[config.mk]
export PLATFORM = sky130hd
export DESIGN_NAME = i8088_bus_ctrl
export DESIGN_NICKNAME = d
export VERILOG_FILES = /design/src/rtl/i8088_bus_pkg.sv /design/src/rtl/i8088_region_dec.sv /design/src/rtl/i8088_bus_ctrl.sv
export SDC_FILE = /design/constraint.sdc
export NUM_CORES = 1
export LEC_CHECK = 0
export CELL_PAD_IN_SITES_DETAIL_PLACEMENT = 1
export CELL_PAD_IN_SITES_GLOBAL_PLACEMENT = 2
export CORE_UTILIZATION = 25
export DETAILED_ROUTE_END_ITERATION = 8
export GPL_ROUTABILITY_DRIVEN = 0
export MAX_ROUTING_LAYER = met4
export PLACE_DENSITY = 0.77
export SYNTH_ARGS = -nofsm -noshare
export SYNTH_HDL_FRONTEND = slang
export SYNTH_HIERARCHICAL = 1
export SYNTH_SLANG_ARGS = --single-unit
[constraint.sdc]
create_clock -name CLK -period 2.4 [get_ports CLK]
set_input_delay 0.24 -clock CLK [delete_from_list [all_inputs] [get_ports CLK]]
set_output_delay 0.24 -clock CLK [all_outputs]
set_load 0.01 [all_outputs]
[src/rtl/i8088_bus_pkg.sv]
// Shared types for the 8088 bus controller: region descriptors, FSM states
// and the default four-region decode table.
package i8088_bus_pkg;

   localparam int MAX_REGIONS = 16;

   typedef struct packed {
      logic        iom;
      logic [19:0] base;
      logic [19:0] mask;
      logic [3:0]  waits;
   } region_t;

   typedef region_t [0:MAX_REGIONS-1] region_tab_t;

   typedef enum logic [1:0] {
      ST_IDLE = 2'd0,
      ST_ADDR = 2'd1,
      ST_WAIT = 2'd2,
      ST_DONE = 2'd3
   } state_t;

   // Entries beyond NREG are never consulted by the decoder.
   function automatic region_tab_t default_regions();
      region_tab_t t;
      t    = '0;
      t[0] = '{iom: 1'b0, base: 20'h00000, mask: 20'h80000, waits: 4'd0};
      t[1] = '{iom: 1'b0, base: 20'h80000, mask: 20'h80000, waits: 4'd2};
      t[2] = '{iom: 1'b1, base: 20'h00000, mask: 20'h10000, waits: 4'd1};
      t[3] = '{iom: 1'b1, base: 20'h10000, mask: 20'h10000, waits: 4'd3};
      return t;
   endfunction

   localparam region_tab_t DEFAULT_REGIONS = default_regions();

endpackage

[src/rtl/i8088_region_dec.sv]
// Combinational region decoder: matches an address/IOM pair against the
// region table and returns a one-hot select for the lowest matching index.
module i8088_region_dec
   import i8088_bus_pkg::*;
#(
   parameter int          NREG    = 4,
   parameter region_tab_t REGIONS = DEFAULT_REGIONS
) (
   input  logic            iom,
   input  logic [19:0]     addr,
   output logic [NREG-1:0] cs,
   output logic            hit,
   output logic [3:0]      waits
);

   // Scanning from the top down lets the lowest matching index overwrite last.
   always_comb begin
      cs    = '0;
      hit   = 1'b0;
      waits = 4'd0;
      for (int i = NREG - 1; i >= 0; i--) begin
         if ((REGIONS[i].iom == iom) &&
             ((addr & REGIONS[i].mask) == (REGIONS[i].base & REGIONS[i].mask))) begin
            cs    = '0;
            cs[i] = 1'b1;
            hit   = 1'b1;
            waits = REGIONS[i].waits;
         end
      end
   end

endmodule

[src/rtl/i8088_bus_ctrl.sv]
// 8088 bus controller: latches the address on a rising ALE, drives a registered
// one-hot chip select and inserts per-region wait states via READY.
module i8088_bus_ctrl
   import i8088_bus_pkg::*;
#(
   parameter int          NREG    = 4,
   parameter region_tab_t REGIONS = DEFAULT_REGIONS
) (
   input  logic            CLK,
   input  logic            RESET,
   input  logic            ALE,
   input  logic            IOM,
   input  logic            RD,
   input  logic            WR,
   input  logic [11:0]     A,
   input  logic [7:0]      AD,
   output logic [19:0]     Address,
   output logic [NREG-1:0] CS,
   output logic            READY,
   output logic            BUS_ERR,
   output state_t          fsm_state
);

   state_t          state, state_n;
   logic [19:0]     addr_n;
   logic [NREG-1:0] cs_n;
   logic            ready_n, bus_err_n;
   logic            iom_q, iom_n;
   logic            ale_q;
   logic            hit_q, hit_n;
   logic [3:0]      waits_q, waits_n;
   logic [3:0]      cnt, cnt_n;

   logic [NREG-1:0] dec_cs;
   logic            dec_hit;
   logic [3:0]      dec_waits;
   logic            ale_rise;
   logic            strobe;

   // Decode straight from the pins so CS is valid the cycle after ALE.
   i8088_region_dec #(
      .NREG    (NREG),
      .REGIONS (REGIONS)
   ) u_dec (
      .iom   (IOM),
      .addr  ({A, AD}),
      .cs    (dec_cs),
      .hit   (dec_hit),
      .waits (dec_waits)
   );

   assign ale_rise  = ALE && !ale_q;
   assign strobe    = !RD || !WR;
   assign fsm_state = state;

   always_ff @(posedge CLK) begin
      if (RESET) begin
         state   <= ST_IDLE;
         Address <= '0;
         CS      <= '0;
         READY   <= 1'b1;
         BUS_ERR <= 1'b0;
         cnt     <= '0;
         iom_q   <= 1'b0;
         ale_q   <= 1'b0;
         hit_q   <= 1'b0;
         waits_q <= '0;
      end else begin
         state   <= state_n;
         Address <= addr_n;
         CS      <= cs_n;
         READY   <= ready_n;
         BUS_ERR <= bus_err_n;
         cnt     <= cnt_n;
         iom_q   <= iom_n;
         ale_q   <= ALE;
         hit_q   <= hit_n;
         waits_q <= waits_n;
      end
   end

   always_comb begin
      state_n   = state;
      addr_n    = Address;
      cs_n      = CS;
      ready_n   = READY;
      bus_err_n = 1'b0;
      cnt_n     = cnt;
      iom_n     = iom_q;
      hit_n     = hit_q;
      waits_n   = waits_q;
      case (state)
         ST_IDLE, ST_DONE: begin
            if (state == ST_DONE && RD && WR) begin
               state_n = ST_IDLE;
               cs_n    = '0;
            end
            // A fresh ALE edge takes precedence over the DONE release.
            if (ale_rise) begin
               addr_n  = {A, AD};
               iom_n   = IOM;
               cs_n    = dec_cs;
               hit_n   = dec_hit;
               waits_n = dec_waits;
               state_n = ST_ADDR;
            end
         end
         ST_ADDR: begin
            if (strobe) begin
               if (!hit_q) begin
                  bus_err_n = 1'b1;
                  state_n   = ST_DONE;
               end else if (waits_q == 4'd0) begin
                  state_n = ST_DONE;
               end else begin
                  ready_n = 1'b0;
                  cnt_n   = waits_q - 4'd1;
                  state_n = ST_WAIT;
               end
            end
         end
         ST_WAIT: begin
            if (!strobe) begin
               ready_n = 1'b1;
               cs_n    = '0;
               state_n = ST_IDLE;
            end else if (cnt == 4'd0) begin
               ready_n = 1'b1;
               state_n = ST_DONE;
            end else begin
               cnt_n = cnt - 4'd1;
            end
         end
         default: state_n = ST_IDLE;
      endcase
   end

endmodule

==> impl_results.md, run 1 <==
- Seq/Total Area, Yosys: 45.24%
- Core region area: 6422 um2
- Post-Synthesis Cells: around 210
- Root Buffer Master: clkbuf_8
- Post-Route Setup TNS: 0 ns
- CP endpoint kind: flop
- Total GRT Usage: ~14%
- Clock Skew: 0.006991 ns
- Area grow syn2layout: 39.66%
- Lkg Pwr: around 0.87 nW
- Global-route wire length before repair: approximately 8000 um
- Initial Util: about a quarter
- DR iter-0 viols: 56
- Placed cells: 328
- Longest Clk Path Bufs: 2
- Vias: ~1600
- Max-Cap Viols: 0
- Post-synth top cells: 59 x nand2_1, 38 x dfxtp_1, 31 x a21oi_1, 15 x nor2_1, 11 x clkbuf_1
- Synth top area share: a little under half
- Core Util, Final: ~37%
- HPWL Detailed: 3138 um
- Unrepaired setup endpoints after global routing: false
- CTS resizes: 0
- Row count: 29
- H-tree level count: 2
- Worst path arrival time: ~2.1 ns
- Failing checks: design-rule violations
- Final Hold Vio Count: 0
- Outcome: complete, but fails checks
- Crit share post-route: approximately 80%
- Post-route DRC: 2
- Final setup viols: 0
- Clk Latency, worst-skew pair: between 0.2 and 0.3 ns
- Die area: around 7100 um2
- Pre-CTS WS: approximately 0.50 ns
- Largest net degree at the start of global routing: 39
- Crit Path Max Fanout: 11
- Nets: 288
- Remaining Overflow, GRT: 0
- IO Port Bufs: 53
- Routed WL: about 4600 um
- CTS sink cnt: 38
- Ys flop type: dfxtp_1
- Maximum resistive drop on vdd: approximately 0.22 mV
- Max Fclk: approximately 520 MHz
- Post CTS Setup Buffer Count: 0
- Min-Delay Path Class: reg2reg
- Final WS setup: 0.4821 ns
- Routed WL per cell: approximately 14 um
- Clock transition at path regs: approximately 0.080 ns
- Chip Width: around 84 um
- Initial antenna violation count: 0
- Startpoint Class: flop
- Synth top area cells: dfxtp_1 45%, nand2_1 13%, a21oi_1 9.2%
- Leading area contributor after synthesis: dfxtp_1
- Ant. Diodes: 0
- Pre-Repair DR Iteration Count: 6
- CTS tree: built
- CTS Buf Count: 5
- Layout cells sized above 1: 7.752%
- PD cells: between 600 and 700 nW/um2
- Die height: 84.02 um
- Crit path kind: reg2reg
- Mean area per synthesized cell: between 8 and 9 um2
- Hold Buf Count CTS: 0
- Count leader, synth: nand2_1
- Via-to-Cell Ratio: approximately 4.8
- Worst EP required: approximately 2.6 ns
- Synthesis-stage register bit count: 38
- Post-synth EDFFs: 0
- Post-route non-filler standard cell count: 335
- Post-route ant nets: 0
- Ys Warns: 6
- Ports: 54
- Synth async-reset ratio: 0%
- Vias in the first global route: 1708
- Mapped Area: roughly 1700 um2
- Post-synth cell types: 41
- Fin crit period: between 1.5 and 2 ns
- # fillers: between 700 and 800
- Final Max Tran Viols: 0
-- power breakdown --
part	switching (mW)	leakage (nW)	total, mW	internal [mW]
Combinational	0.192	0.512	0.382	0.189
Clock	0.235	0.0438	0.430	0.195
Sequential	0.0396	0.311	0.721	0.681
Total	0.467	0.866	1.53	1.07
-- cell families after synthesis --
logic type                 after synthesis  synth area share, %
adders and majority gates                4                2.976
DFF                                     38                45.24
other                                    2               0.4466
AOI/OAI and AO/OA                       49                19.12
muxes                                    4                2.678
and+or+nand+nor                         93                24.41
buffers and inverters                   18                5.134
-- metrics by stage --
step                      hold WS, ns  cell area (um2)  power (mW)
after floorplan                0.3682             1685      0.9483
after global placement         0.4416             2270       1.113
after detailed placement       0.4479             2270       1.121
after CTS                      0.4593             2349       1.559
after global routing           0.4823             2349       1.625
final                          0.4569             2349       1.532
-- state kept, by name (all words and copies together) (netlist names) --
signal and cells:
ale_q 1, fsm_state 2, CS 4, hit_q 1, cnt 4, Address 20
waits_q 4, READY 1, BUS_ERR 1
-- cell usage in the layout (no fill, tap or decap), types with 2 or more instances in the layout --
| cell type | Yosys | final |
|---|---|---|
| clkinv_2 | 0 | 2 |
| dfxtp_1 | 38 | 38 |
| clkdlybuf4s50_1 | 0 | 53 |
| and2_1 | 3 | 3 |
| nand3b_1 | 2 | 2 |
| ha_1 | 4 | 4 |
| inv_1 | 3 | 3 |
| conb_1 | 2 | 3 |
| buf_4 | 3 | 4 |
| nor2b_1 | 2 | 2 |
| clkbuf_8 | 0 | 5 |
| a22oi_1 | 4 | 4 |
| nor2_1 | 15 | 14 |
| nand2_1 | 59 | 59 |
| a21oi_1 | 31 | 31 |
| nand4b_1 | 2 | 2 |
| mux2i_1 | 3 | 3 |
-- path summary, 6_finish.rpt --
kind	slack, ns	end	cells after the start	from
setup / recovery	0.48	cnt[2]	6	fsm_state[1]
hold / removal	0.46	Address[19]	2	Address[19]
setup reg to reg	0.48	cnt[2]	6	fsm_state[1]
hold reg to reg	0.46	Address[19]	2	Address[19]
-- worst max-delay path, stage by stage, from the launching register on --
cell and delay (ns):
dfxtp_1 0.40, ha_1 0.42, mux2i_1 0.34, ha_1 0.26, nand3b_1 0.13, o311a_1 0.16
a31oi_1 0.08
-- final cells by class --
class,count,area [um2],share of cell area (%)
tap,77,96.34,4.102
clock inverter,2,10.01,0.4262
sequential,38,760.7,32.39
multi-input combinational,153,840.8,35.80
timing repair buffer,57,560.5,23.87
inverter,3,11.26,0.4795
clock buffer,5,68.82,2.930
-- layer usage --
| metal | GRT usage [%] | vias to the layer above | part of all wire (%) |
|---|---|---|---|
| li1 | - | 791 | - |
| met1 | 17.00 | 767 | 47 |
| met2 | 24.22 | 34 | 48 |
| met3 | 3.462 | 5 | 4.1 |
| met4 | 4.702 | 0 | 1.1 |
| met5 | - | - | 0 |
No activity file was read; power rests on OpenSTA's default activity.
==> inputs of run 2 (changes only) <==
--- a/config.mk
+++ b/config.mk
@@ -7,11 +7,11 @@
 export LEC_CHECK = 0
 export CELL_PAD_IN_SITES_DETAIL_PLACEMENT = 1
 export CELL_PAD_IN_SITES_GLOBAL_PLACEMENT = 2
-export CORE_UTILIZATION = 25
+export CORE_UTILIZATION = 23
 export DETAILED_ROUTE_END_ITERATION = 8
 export GPL_ROUTABILITY_DRIVEN = 0
 export MAX_ROUTING_LAYER = met4
-export PLACE_DENSITY = 0.77
+export PLACE_DENSITY = 0.75
 export SYNTH_ARGS = -nofsm -noshare
 export SYNTH_HDL_FRONTEND = slang
 export SYNTH_HIERARCHICAL = 1
==> constraint.sdc (replaced) <==
create_clock -name CLK -period 1.74 [get_ports CLK]
set_input_delay 0.174 -clock CLK [delete_from_list [all_inputs] [get_ports CLK]]
set_output_delay 0.174 -clock CLK [all_outputs]
set_load 0.01 [all_outputs]
==> run 2 against run 1 <==
  * The flow now finishes without violations
  * Design area is 7.8% higher
  * Clock power grew 120%
  * Non-clock buffer count rose by 6
  * Utilization shrank 0.099 points
  * Worst hold slack got worse by 0.039 ns
  * Flip-flop and latch count unchanged
  * Maximum frequency is 14% higher
  * First-iteration DRC count down 5.4%
  * Worst setup slack worse by 0.42 ns
  * Register-to-register slack lost 0.42 ns
  * Via count shrank 1.6%
  * Clock skew shrank 0.0050 ns
  * Largest power group unchanged
==> impl_results.md, run 2 (same netlist as run 1, synthesis figures left out) <==
- Outcome: finished clean (was complete, but fails checks)
- Clock Skew: 0.001999 ns (was 0.006991 ns)
- Final WS setup: 0.05870 ns (was 0.4821 ns)
- Pre-CTS WS: 0.01226 ns (was 0.4964 ns)
- Design area: 2532 um2 (was 2349 um2)
- Biggest register: Address (unchanged)
- Remaining Overflow, GRT: 0 (unchanged)
- Core Util, Final: 36.47% (was 36.57%)
- Routed WL per cell: 12.58 um (was 13.81 um)
- Post-route DRC: 0 (was 2)
- Clock transition at path regs: 0.08 ns (about the same)
- Sw Ratio: 26.20% (was 30.46%)
- Worst hold endpoint: Address[8] (was Address[19])
- Layout cells sized above 1: 12.45% (was 7.752%)
- CTS tree: built (unchanged)
- Via-to-Cell Ratio: 4.352 (was 4.767)
- Final Hold Vio Count: 0 (unchanged)
- Worst hold slack: 0.4181 ns (was 0.4569 ns)
- Die area: 7657 um2 (was 7059 um2)
- CP endpoint kind: flop (unchanged)
- Post-Route Setup TNS: 0 ns (unchanged)
- Max reg flops: 20 (unchanged)
- Core region area: 6944 um2 (was 6422 um2)
- Worst path arrival time: 1.87 ns (was 2.08 ns)
- Worst EP required: 1.93 ns (was 2.56 ns)
- Crit Path Max Fanout: 7 (was 11)
- Worst r2r dst: fsm_state[1] (was cnt[2])
- Post-route ant nets: 0 (unchanged)
- Routed WL: 4542 um (was 4628 um)
- HPWL Detailed: 3110 um (was 3138 um)
- IO Port Bufs: 53 (unchanged)
- Sequential power share: 39.7% (was 47.0%)
- Lkg Pwr: 0.9311 nW (was 0.8662 nW)
- Tot Pwr: 2.501 mW (was 1.532 mW)
- Hold wc startpoint: A[0] (was Address[19])
- Commonest non-fill, non-tap cell in the layout: nand2_1 (unchanged)
- Startpoint Class: flop (unchanged)
- Nets: 294 (was 288)
- Row count: 30 (was 29)
- Net Sw Power: 655.2 uW (was 466.7 uW)
- H-tree level count: 2 (unchanged)
- Vias in the first global route: 1596 (was 1708)
- Area grow syn2layout: 50.60% (was 39.66%)
- Hold Path Depth: 3 (was 2)
- DR iter-0 viols: 53 (was 56)
- Fin crit period: 1.681 ns (was 1.918 ns)
- Min-Delay Path Class: in2reg (was reg2reg)
- Most frequent cells in the layout: 59 x nand2_1, 53 x clkdlybuf4s50_1, 37 x dfxtp_1 (was 59 x nand2_1, 53 x clkdlybuf4s50_1, 38 x dfxtp_1)
- CTS sink cnt: 38 (unchanged)
- P_int: 1.846 mW (was 1.066 mW)
- Final Max Tran Viols: 0 (unchanged)
- PD cells: 987.5 nW/um2 (was 652.5 nW/um2)
- Comb pwr share: 22.7% (was 24.9%)
- Post-route non-filler standard cell count: 361 (was 335)
- Placed cells: 353 (was 328)
- Max-Cap Viols: 0 (unchanged)
- Total GRT Usage: 13.47% (was 14.45%)
- Root Buffer Master: clkbuf_8 (unchanged)
- Initial Util: 24.22% (was 26.18%)
- Global-route wire length before repair: 7665 um (was 8017 um)
- Initial antenna violation count: 0 (unchanged)
- Max Fclk: 594.8 MHz (was 521.4 MHz)
- CTS Buf Count: 5 (unchanged)
- Chip Width: 87.51 um (was 84.02 um)
- Hold Buf Count CTS: 0 (unchanged)
- Reg2Reg Depth: 5 (was 6)
- Largest net degree at the start of global routing: 39 (unchanged)
- Ant. Diodes: 0 (unchanged)
- Ports: 54 (unchanged)
- Final setup viols: 0 (unchanged)
- Post CTS Setup Buffer Count: 0 (unchanged)
- Clk pwr share: 37.6% (was 28.1%)
- Clk Latency, worst-skew pair: 0.30 ns (was 0.29 ns)
- Flop-to-flop setup slack: 0.06 ns (was 0.48 ns)
- Crit share post-route: 96.63% (was 79.91%)
- Die height: 87.51 um (was 84.02 um)
- R2r startpoint: cnt[2] (was fsm_state[1])
- Maximum resistive drop on vdd: 0.4472 mV (was 0.2150 mV)
- Vias: 1571 (was 1597)
- Pre-Repair DR Iteration Count: 4 (was 6)
- Crit path kind: reg2reg (unchanged)
- Longest Clk Path Bufs: 2 (unchanged)
- Placement Cell Area: 2364 um2 (was 2270 um2)
[run 2: power groups by stage]
stage / Clock [mW] / Combinational, mW / Sequential (mW)
after floorplan: 0 / 0.283 / 1.03
after global placement: 0 / 0.559 / 1.01
after detailed placement: 0 / 0.565 / 1.01
after CTS: 0.978 / 0.569 / 0.991
after global routing: 1.01 / 0.635 / 1.00
final: 0.940 / 0.568 / 0.993
[run 2: worst max-delay path by stage]
stage                 startpoint      endpoint  slack [ns]  cells past startpoint
global placement          cnt[2]  fsm_state[1]        0.09                      5
CTS                 fsm_state[1]        cnt[3]       0.001                      7
global route              cnt[2]  fsm_state[1]       -0.02                      5
finish                    cnt[2]  fsm_state[1]        0.06                      5
floorplan           fsm_state[0]   Address[15]       -0.03                      7
detailed placement  fsm_state[1]        cnt[3]        0.01                      7
[run 2: final cells by class]
cell class,count,area (um2)
timing repair buffer,63,630.6
sequential,38,762.0
multi-input combinational,153,865.8
clock buffer,6,82.58
inverter,3,11.26
clock inverter,2,60.06
fill,836,4412
tap,96,120.1
[run 2: routing by layer]
metal | GRT usage, % | vias up | routed length [um]
met4 | 4.918 | 0 | 48
met3 | 5.024 | 4 | 243
met5 | - | - | 0
li1 | - | 800 | -
met1 | 16.43 | 728 | 2172
met2 | 20.24 | 39 | 2078
[run 2: critical path, cell delays in order (launching register included)]
cell	delay, ns
dfxtp_1	0.37
or4_4	0.57
a22oi_2	0.23
a22o_4	0.17
mux2i_1	0.18
nor2_1	0.05
[run 2: repair_timing]
action	4_1_cts	5_1_grt
hold endpoints to repair	0	0
endpoints found under the setup margin	0	7
resized for setup	0	7
